[src/rtl/fifo_pkg.sv]
// Shared constants for the FIFO read-stream block: FSM encoding and output buffer geometry.
package fifo_pkg;

  localparam logic [1:0] StIdle  = 2'd0;
  localparam logic [1:0] StBurst = 2'd1;
  localparam logic [1:0] StFlush = 2'd2;

  localparam int unsigned OBUF_DEPTH = 4;
  localparam int unsigned OBUF_AW    = $clog2(OBUF_DEPTH);

endpackage

[src/rtl/fifo_rd_skid.sv]
// Four-entry in-order output buffer carrying {last, data}; pops on valid & ready.
module fifo_rd_skid
  import fifo_pkg::*;
#(
  parameter int unsigned DSIZE = 8
) (
  input  logic             clk_i,
  input  logic             rst_i,
  input  logic             push_i,
  input  logic [DSIZE-1:0] push_data_i,
  input  logic             push_last_i,
  input  logic             ready_i,
  output logic             valid_o,
  output logic [DSIZE-1:0] data_o,
  output logic             last_o,
  output logic [OBUF_AW:0] occ_o
);

  localparam logic [OBUF_AW-1:0] PtrOne = OBUF_AW'(1);
  localparam logic [OBUF_AW:0]   OccOne = (OBUF_AW + 1)'(1);

  logic [DSIZE:0]     mem_q [OBUF_DEPTH];
  logic [OBUF_AW-1:0] wptr_q, rptr_q;
  logic [OBUF_AW:0]   occ_q, occ_d;
  logic               pop;

  assign valid_o           = (occ_q != '0);
  assign pop               = valid_o & ready_i;
  assign {last_o, data_o}  = mem_q[rptr_q];
  assign occ_o             = occ_q;

  always_comb begin
    occ_d = occ_q;
    case ({push_i, pop})
      2'b10:   occ_d = occ_q + OccOne;
      2'b01:   occ_d = occ_q - OccOne;
      default: occ_d = occ_q;
    endcase
  end

  always_ff @(posedge clk_i) begin
    if (rst_i) begin
      wptr_q <= '0;
      rptr_q <= '0;
      occ_q  <= '0;
    end else begin
      if (push_i) wptr_q <= wptr_q + PtrOne;
      if (pop)    rptr_q <= rptr_q + PtrOne;
      occ_q <= occ_d;
    end
  end

  // Storage needs no reset: occupancy alone decides what is valid.
  always_ff @(posedge clk_i) begin
    if (push_i) mem_q[wptr_q] <= {push_last_i, push_data_i};
  end

endmodule

[src/rtl/fifo_rd_stream.sv]
// Drains a FIFO read port into a valid/ready stream in fixed bursts or on a flush request.
module fifo_rd_stream
  import fifo_pkg::*;
#(
  parameter int unsigned DSIZE     = 8,
  parameter int unsigned ASIZE     = 10,
  parameter int unsigned BURST_LEN = 16
) (
  input  logic             rclk,
  input  logic             rst,
  input  logic             r_empty,
  input  logic [ASIZE-1:0] ruse,
  output logic             r_en,
  input  logic [DSIZE-1:0] rdata,
  input  logic             r_ok,
  input  logic             flush,
  output logic [DSIZE-1:0] m_data,
  output logic             m_valid,
  input  logic             m_ready,
  output logic             m_last,
  output logic             busy,
  output logic             done
);

  localparam logic [ASIZE:0]     LenOne   = (ASIZE + 1)'(1);
  localparam logic [ASIZE:0]     LenBurst = (ASIZE + 1)'(BURST_LEN);
  localparam logic [ASIZE:0]     LenFull  = {1'b1, {ASIZE{1'b0}}};
  localparam logic [OBUF_AW-1:0] PtrOne   = OBUF_AW'(1);
  localparam logic [OBUF_AW:0]   OccLimit = (OBUF_AW + 1)'(OBUF_DEPTH - 1);

  logic [1:0]          state_q, state_d;
  logic [ASIZE:0]      len_q, len_d;
  logic                done_q, done_d;
  logic [OBUF_DEPTH-1:0] tag_q;
  logic [OBUF_AW-1:0]  tag_wptr_q, tag_rptr_q;
  logic [OBUF_AW:0]    occ;
  logic                skid_valid, skid_last, issue_last;

  // One read may be in flight, so reserve a slot for it plus the word landing now.
  assign r_en = ~rst & (state_q != StIdle) & ~r_empty & (len_q != '0) &
                ((occ + (OBUF_AW + 1)'(r_ok)) <= OccLimit);
  assign issue_last = (len_q == LenOne);

  always_comb begin
    state_d = state_q;
    len_d   = len_q;
    done_d  = 1'b0;
    case (state_q)
      StIdle: begin
        if (flush) begin
          if (ruse != '0) begin
            state_d = StFlush;
            len_d   = {1'b0, ruse};
          end else if (!r_empty) begin
            state_d = StFlush;  // ruse wrapped: FIFO is full
            len_d   = LenFull;
          end else begin
            done_d  = 1'b1;
          end
        end else if ({1'b0, ruse} >= LenBurst) begin
          state_d = StBurst;
          len_d   = LenBurst;
        end
      end
      StBurst, StFlush: begin
        if (r_en) len_d = len_q - LenOne;
        if (len_d == '0) begin
          state_d = StIdle;
          done_d  = 1'b1;
        end
      end
      default: state_d = StIdle;
    endcase
  end

  always_ff @(posedge rclk) begin
    if (rst) begin
      state_q    <= StIdle;
      len_q      <= '0;
      done_q     <= 1'b0;
      tag_wptr_q <= '0;
      tag_rptr_q <= '0;
    end else begin
      state_q <= state_d;
      len_q   <= len_d;
      done_q  <= done_d;
      if (r_en) tag_wptr_q <= tag_wptr_q + PtrOne;
      if (r_ok) tag_rptr_q <= tag_rptr_q + PtrOne;
    end
  end

  always_ff @(posedge rclk) begin
    if (r_en) tag_q[tag_wptr_q] <= issue_last;
  end

  fifo_rd_skid #(
    .DSIZE (DSIZE)
  ) u_skid (
    .clk_i       (rclk),
    .rst_i       (rst),
    .push_i      (r_ok),
    .push_data_i (rdata),
    .push_last_i (tag_q[tag_rptr_q]),
    .ready_i     (m_ready),
    .valid_o     (skid_valid),
    .data_o      (m_data),
    .last_o      (skid_last),
    .occ_o       (occ)
  );

  assign m_valid = skid_valid & ~rst;
  assign m_last  = skid_last & ~rst;
  assign busy    = ~rst & (state_q != StIdle);
  assign done    = ~rst & done_q;

endmodule

[config.mk]
export PLATFORM = sky130hd
export DESIGN_NAME = fifo_rd_stream
export DESIGN_NICKNAME = d
export VERILOG_FILES = /design/src/rtl/fifo_pkg.sv /design/src/rtl/fifo_rd_skid.sv /design/src/rtl/fifo_rd_stream.sv
export SDC_FILE = /design/constraint.sdc
export NUM_CORES = 1
export LEC_CHECK = 0
export ABC_AREA = 0
export BUFFER_PORTS_ARGS = -buffer_cell sky130_fd_sc_hd__buf_2
export CORE_UTILIZATION = 31
export DETAILED_ROUTE_END_ITERATION = 8
export SYNTH_ARGS = -nofsm -noshare
export SYNTH_HDL_FRONTEND = slang
export SYNTH_SLANG_ARGS = --single-unit
[constraint.sdc]
create_clock -name rclk -period 5.5 [get_ports rclk]
set_input_delay 0.825 -clock rclk [delete_from_list [all_inputs] [get_ports rclk]]
set_output_delay 0.825 -clock rclk [all_outputs]
set_load 0.02 [all_outputs]
### Word level (Yosys, flattened, before mapping)

Memory sizes are Yosys's and may differ from the RTL's. A register that Yosys moved wholly into a read port is not among the register bits.
Cells that the tools add are included.

* bits in writable memories: 36
* input bits: 24
* flip-flop bits (word level): 29
* memories: 1

* $add $sub $neg: 8
* bitwise operators: 10
* reductions and logical operators: 12
* equality and inequality tests: 8
* multiplexer cells: 28
* magnitude comparators: 5

Memories
* u_skid.mem_q: depth 4, width 9, read ports 1, clocked after Yosys merged registers in 1, write ports 1, RTL line fifo_rd_skid.sv:22 `logic [DSIZE:0] mem_q [OBUF_DEPTH];`

Operators with widths (count)
* two-way mux 11 bit: 6
* one-hot mux 11 bit (2 select lines): 1
* two-way mux 2 bit: 7
* equality test 11 x 1 -> 1 bit (second input constant): 1
* zero test 11 bit: 1
* nonzero test 11 bit: 1
* subtractor 11 x 1 -> 11 bit (second input constant): 1
* greater-or-equal comparator 10 x 5 -> 1 bit (second input constant): 1
* nonzero test 10 bit: 1
* adder 2 x 1 -> 2 bit (second input constant): 4
* AND 1 bit: 8
* two-way mux 1 bit: 8
* less-than comparator 2 x 3 -> 1 bit (second input constant): 2
* one-hot mux 3 bit (2 select lines): 1
* AND reduction 3 bit: 2
* nonzero test 2 bit: 3
* bitwise mux 4 bit: 1
* equality test 2 x 1 -> 1 bit (second input constant): 2
* equality test 2 bit (second input constant): 2
* != test 4 bit (second input constant): 1
* one-hot mux 2 bit (2 select lines): 1
* adder 3 x 1 -> 3 bit: 1
* adder 3 x 1 -> 3 bit (second input constant): 1
* <= comparator 3 x 2 -> 1 bit (second input constant): 1
* other kinds (12): 13

### Longest topological paths before layout

* depth after elaboration: 10
* gate-level depth with buffers: 10
* gate-level depth less buffers: 8

### By module

A second synthesis with hierarchy kept.

* cell total of the unflattened synthesis: 290
* area, all modules: 3435.8 µm²

By module, submodules not included
* fifo_rd_skid: cells an instance 94, area each 1759.2 µm², seq. area each 1261.2 µm², instances 1
* fifo_rd_stream: cells an instance 196, area each 1676.6 µm², seq. area each 480.5 µm², instances 1

### Least setup slack after synthesis

Ideal clock, no wire load.

* path kind: input -> output
* from: input r_ok
* to: output r_en
* setup slack: 2.574 ns
* data arrival time: 2.101 ns
* stages on the path: 6
* data required time: 4.675 ns
* buffers on the path: 1
* cell sequence: ha_1 > ha_1 > xnor2_2 > nand2_1 > nor2_1 > clkbuf_1

* word-level cells in the longest chain between the ends: 3

RTL lines
* start: declaration: RTL line fifo_rd_stream.sv:15 `input logic r_ok,`
* adder 3 x 1 -> 3 bit: RTL line fifo_rd_stream.sv:41 `((occ + (OBUF_AW + 1)'(r_ok)) <= OccLimit);`
* <= comparator 3 x 2 -> 1 bit: RTL line fifo_rd_stream.sv:41
* AND 1 bit: RTL line fifo_rd_stream.sv:40 `assign r_en = ~rst & (state_q != StIdle) & ~r_empty & (len_q != '0) &`
* end: declaration: RTL line fifo_rd_stream.sv:13 `output logic r_en,`

No other way between the ends.

### Worst setup path after layout

Same ends and word-level chain as after synthesis.

==> impl_metrics.ini <==
[clock_network]
clock_sinks = 67
clock_path_buffers = 2
ctsRootBufferMaster = clkbuf_8
hold_buffers = 0
h-tree-depth = 3
post_cts_buffers = 0
clk_latency_ps = 350
clk_pin_slew_worst_paths_ps = 80
tritoncts = yes
cts_made_buffers = 9
cts.repair.resized = 0

[sta]
drv_slew = 0
skew_ps = 7.742
rsz0062_at_grt = no
period_needed_ps = 3452
final-hold-violation-count = 0
fmax_mhz = 289.7
post-route-period-util_pct = 62.76
setup_violations = 0
tightestPinTransition_ps = 729.7
setup_tns_ps = 0
slew_headroom_pct = 51.13

[setup_path]
critPathRequiredTime_ps = 4680
path_max_fanout = 12
crit_type = in -> out
cp-end-kind = output pin
worstSetupStartpointType = primary input
arrival_ps = 2630

[die]
die_w_um = 105.8
ioPinCount = 37
start_util_pct = 32.19
rows = 37
core_um2 = 10370
die_area_um2 = 11190
die_h_um = 105.8

[global_route]
grt_pass1_vias = 2240
grt_overflow = 0
grt_max_degree = 34
grt_pass1_wl_um = 11430
antenna_found_initial = 0
grt_usage_pct = 13.18

[synthesis]
synthMuxAreaShare_pct = 8.433
synth_edf_count = 40
async_flop_share_pct = 0
synthAdderAreaFrac_pct = 6.222
yosys-top-cells-area = edfxtp_1 36%, dfxtp_1 16%, mux4_2 6.7%
synth_top_area_share_pct = 35.98
synthCells = 283
synth_area_leader_cell = edfxtp_1
synth_ff_type = edfxtp_1
synth_compound_area_share_pct = 11.36
synth-simple-area-share_pct = 14.81
synth_top_family_by_area = simple AND/OR/NAND/NOR gates
syn_nets = 323
synthDistinctLibCells = 50
ys.warnings.count = 0
synth_area_per_cell_um2 = 11.80
ys_ff_latch = 67
yosysSeqAreaShare_pct = 52.17
netlist_area_um2 = 3338
synth_xor_area_share_pct = 2.849

[routing]
drt_iter0_markers = 81
wire_per_inst_um = 14.94
antenna_left = 0
num_vias = 2298
drc = 0
postRouteWirelength_um = 6826
drt-vias-per-instance = 5.028
first_pass_iters = 4

[layout]
fin_util_pct = 36.90
final_common_cell = edfxtp_1
final_cell_mix = 40 x edfxtp_1, 36 x buf_2, 32 x nor2_1
n_antenna_cell = 0
fillers = 1045
syn_to_final_growth_pct = 14.62
fin_nets = 356
drive_gt1_share_pct = 22.74

[power]
irDropWorstVdd_uv = 262.0
power.total_mw = 1.883
power.leakage_nw = 1.420
power-per-cell-area_nw_per_um2 = 492.1

[run]
drv_cap = 0

[placed_design]
dp_hpwl_um = 4721
placement.io_buffers = 36
gp_congestion = 0.8087

[status]
status = completed

[min_path]
hold_class = reg -> reg
[power by group]
group / switching (mW) / internal, mW / leakage, nW
clock: 0.211 / 0.217 / 0.102
combinational: 0.442 / 0.319 / 0.730
sequential: 0.0870 / 0.606 / 0.588
[per-stage QoR]
step	cell area, µm²	cells	hold slack [ps]	worst slack, ps
2_1_floorplan	3338	283	482.1	2574
3_3_place_gp	3621	441	504.4	2074
3_5_place_dp	3621	441	505.3	2074
4_1_cts	3826	457	516.4	2060
5_1_grt	3826	457	530.1	1839
6_report	3826	457	513.9	2048
[path summary, 6_finish.rpt]
kind              startpoint  slack, ps  cells past startpoint         end
setup / recovery        r_ok       2050                      7        r_en
hold / removal     len_q[10]        510                      2   len_q[10]
setup reg to reg  state_q[0]       2870                      8  state_q[0]
hold reg to reg    len_q[10]        510                      2   len_q[10]
[cell usage after synthesis (2+ instances only)]
library cell / number
a2111oi_0: 2
or4_1: 2
mux4_2: 10
a21oi_1: 15
ha_1: 15
a31o_2: 2
and3_1: 2
nand4_1: 6
xor2_1: 5
edfxtp_1: 40
nor3_1: 5
buf_6: 2
mux2i_1: 3
a41oi_1: 2
nor4_1: 3
o21ai_0: 8
inv_1: 19
nor2b_1: 4
a211oi_1: 5
a31oi_1: 5
nor2_1: 32
o22ai_1: 2
nand2_1: 11
a221oi_1: 6
and2_1: 12
clkbuf_1: 11
nand4b_1: 2
dfxtp_1: 27
xnor2_1: 4
[sequential cells by signal, summed over array words and instances, names as in the netlist, named ones only]
signal / flops
done_q: 1
tag_wptr_q: 2
tag_rptr_q: 2
tag_q: 4
u_skid.mem_q: 36
state_q: 2
u_skid.rptr_q: 2
u_skid.occ_o: 3
len_q: 11
u_skid.wptr_q: 2
[cell type report]
cell class / instances / area (µm²) / area share (%)
clock buffers: 9 / 123.9 / 3.237
well taps: 136 / 170.2 / 4.447
flip-flops and latches: 67 / 1742 / 45.52
multi-input cells: 183 / 1458 / 38.10
clock inverters: 7 / 81.33 / 2.126
inverters: 19 / 71.32 / 1.864
repair buffers: 36 / 180.2 / 4.709
[cell families after synthesis]
| family | Yosys count |
|---|---|
| mux | 15 |
| buf+inv | 33 |
| compound gates | 56 |
| fa+ha+maj | 16 |
| simple gates | 86 |
| flops | 67 |
| xor+xnor | 10 |
[per-layer routing]
| metal | up-vias | GRT usage, % | part of all wire, % |
|---|---|---|---|
| li1 | 1108 | - | - |
| met1 | 1118 | 17.33 | 45 |
| met2 | 65 | 20.82 | 49 |
| met3 | 7 | 3.711 | 5.3 |
| met4 | 0 | 4.365 | 0.79 |
| met5 | - | 0 | 0 |
[worst max-delay path, cell delays in order]
cell and delay (ps):
buf_2 160, ha_1 210, ha_1 210, xnor2_2 320, nand2_1 120, nor2_1 500, buf_2 280
(Power assumes the default switching activity.)
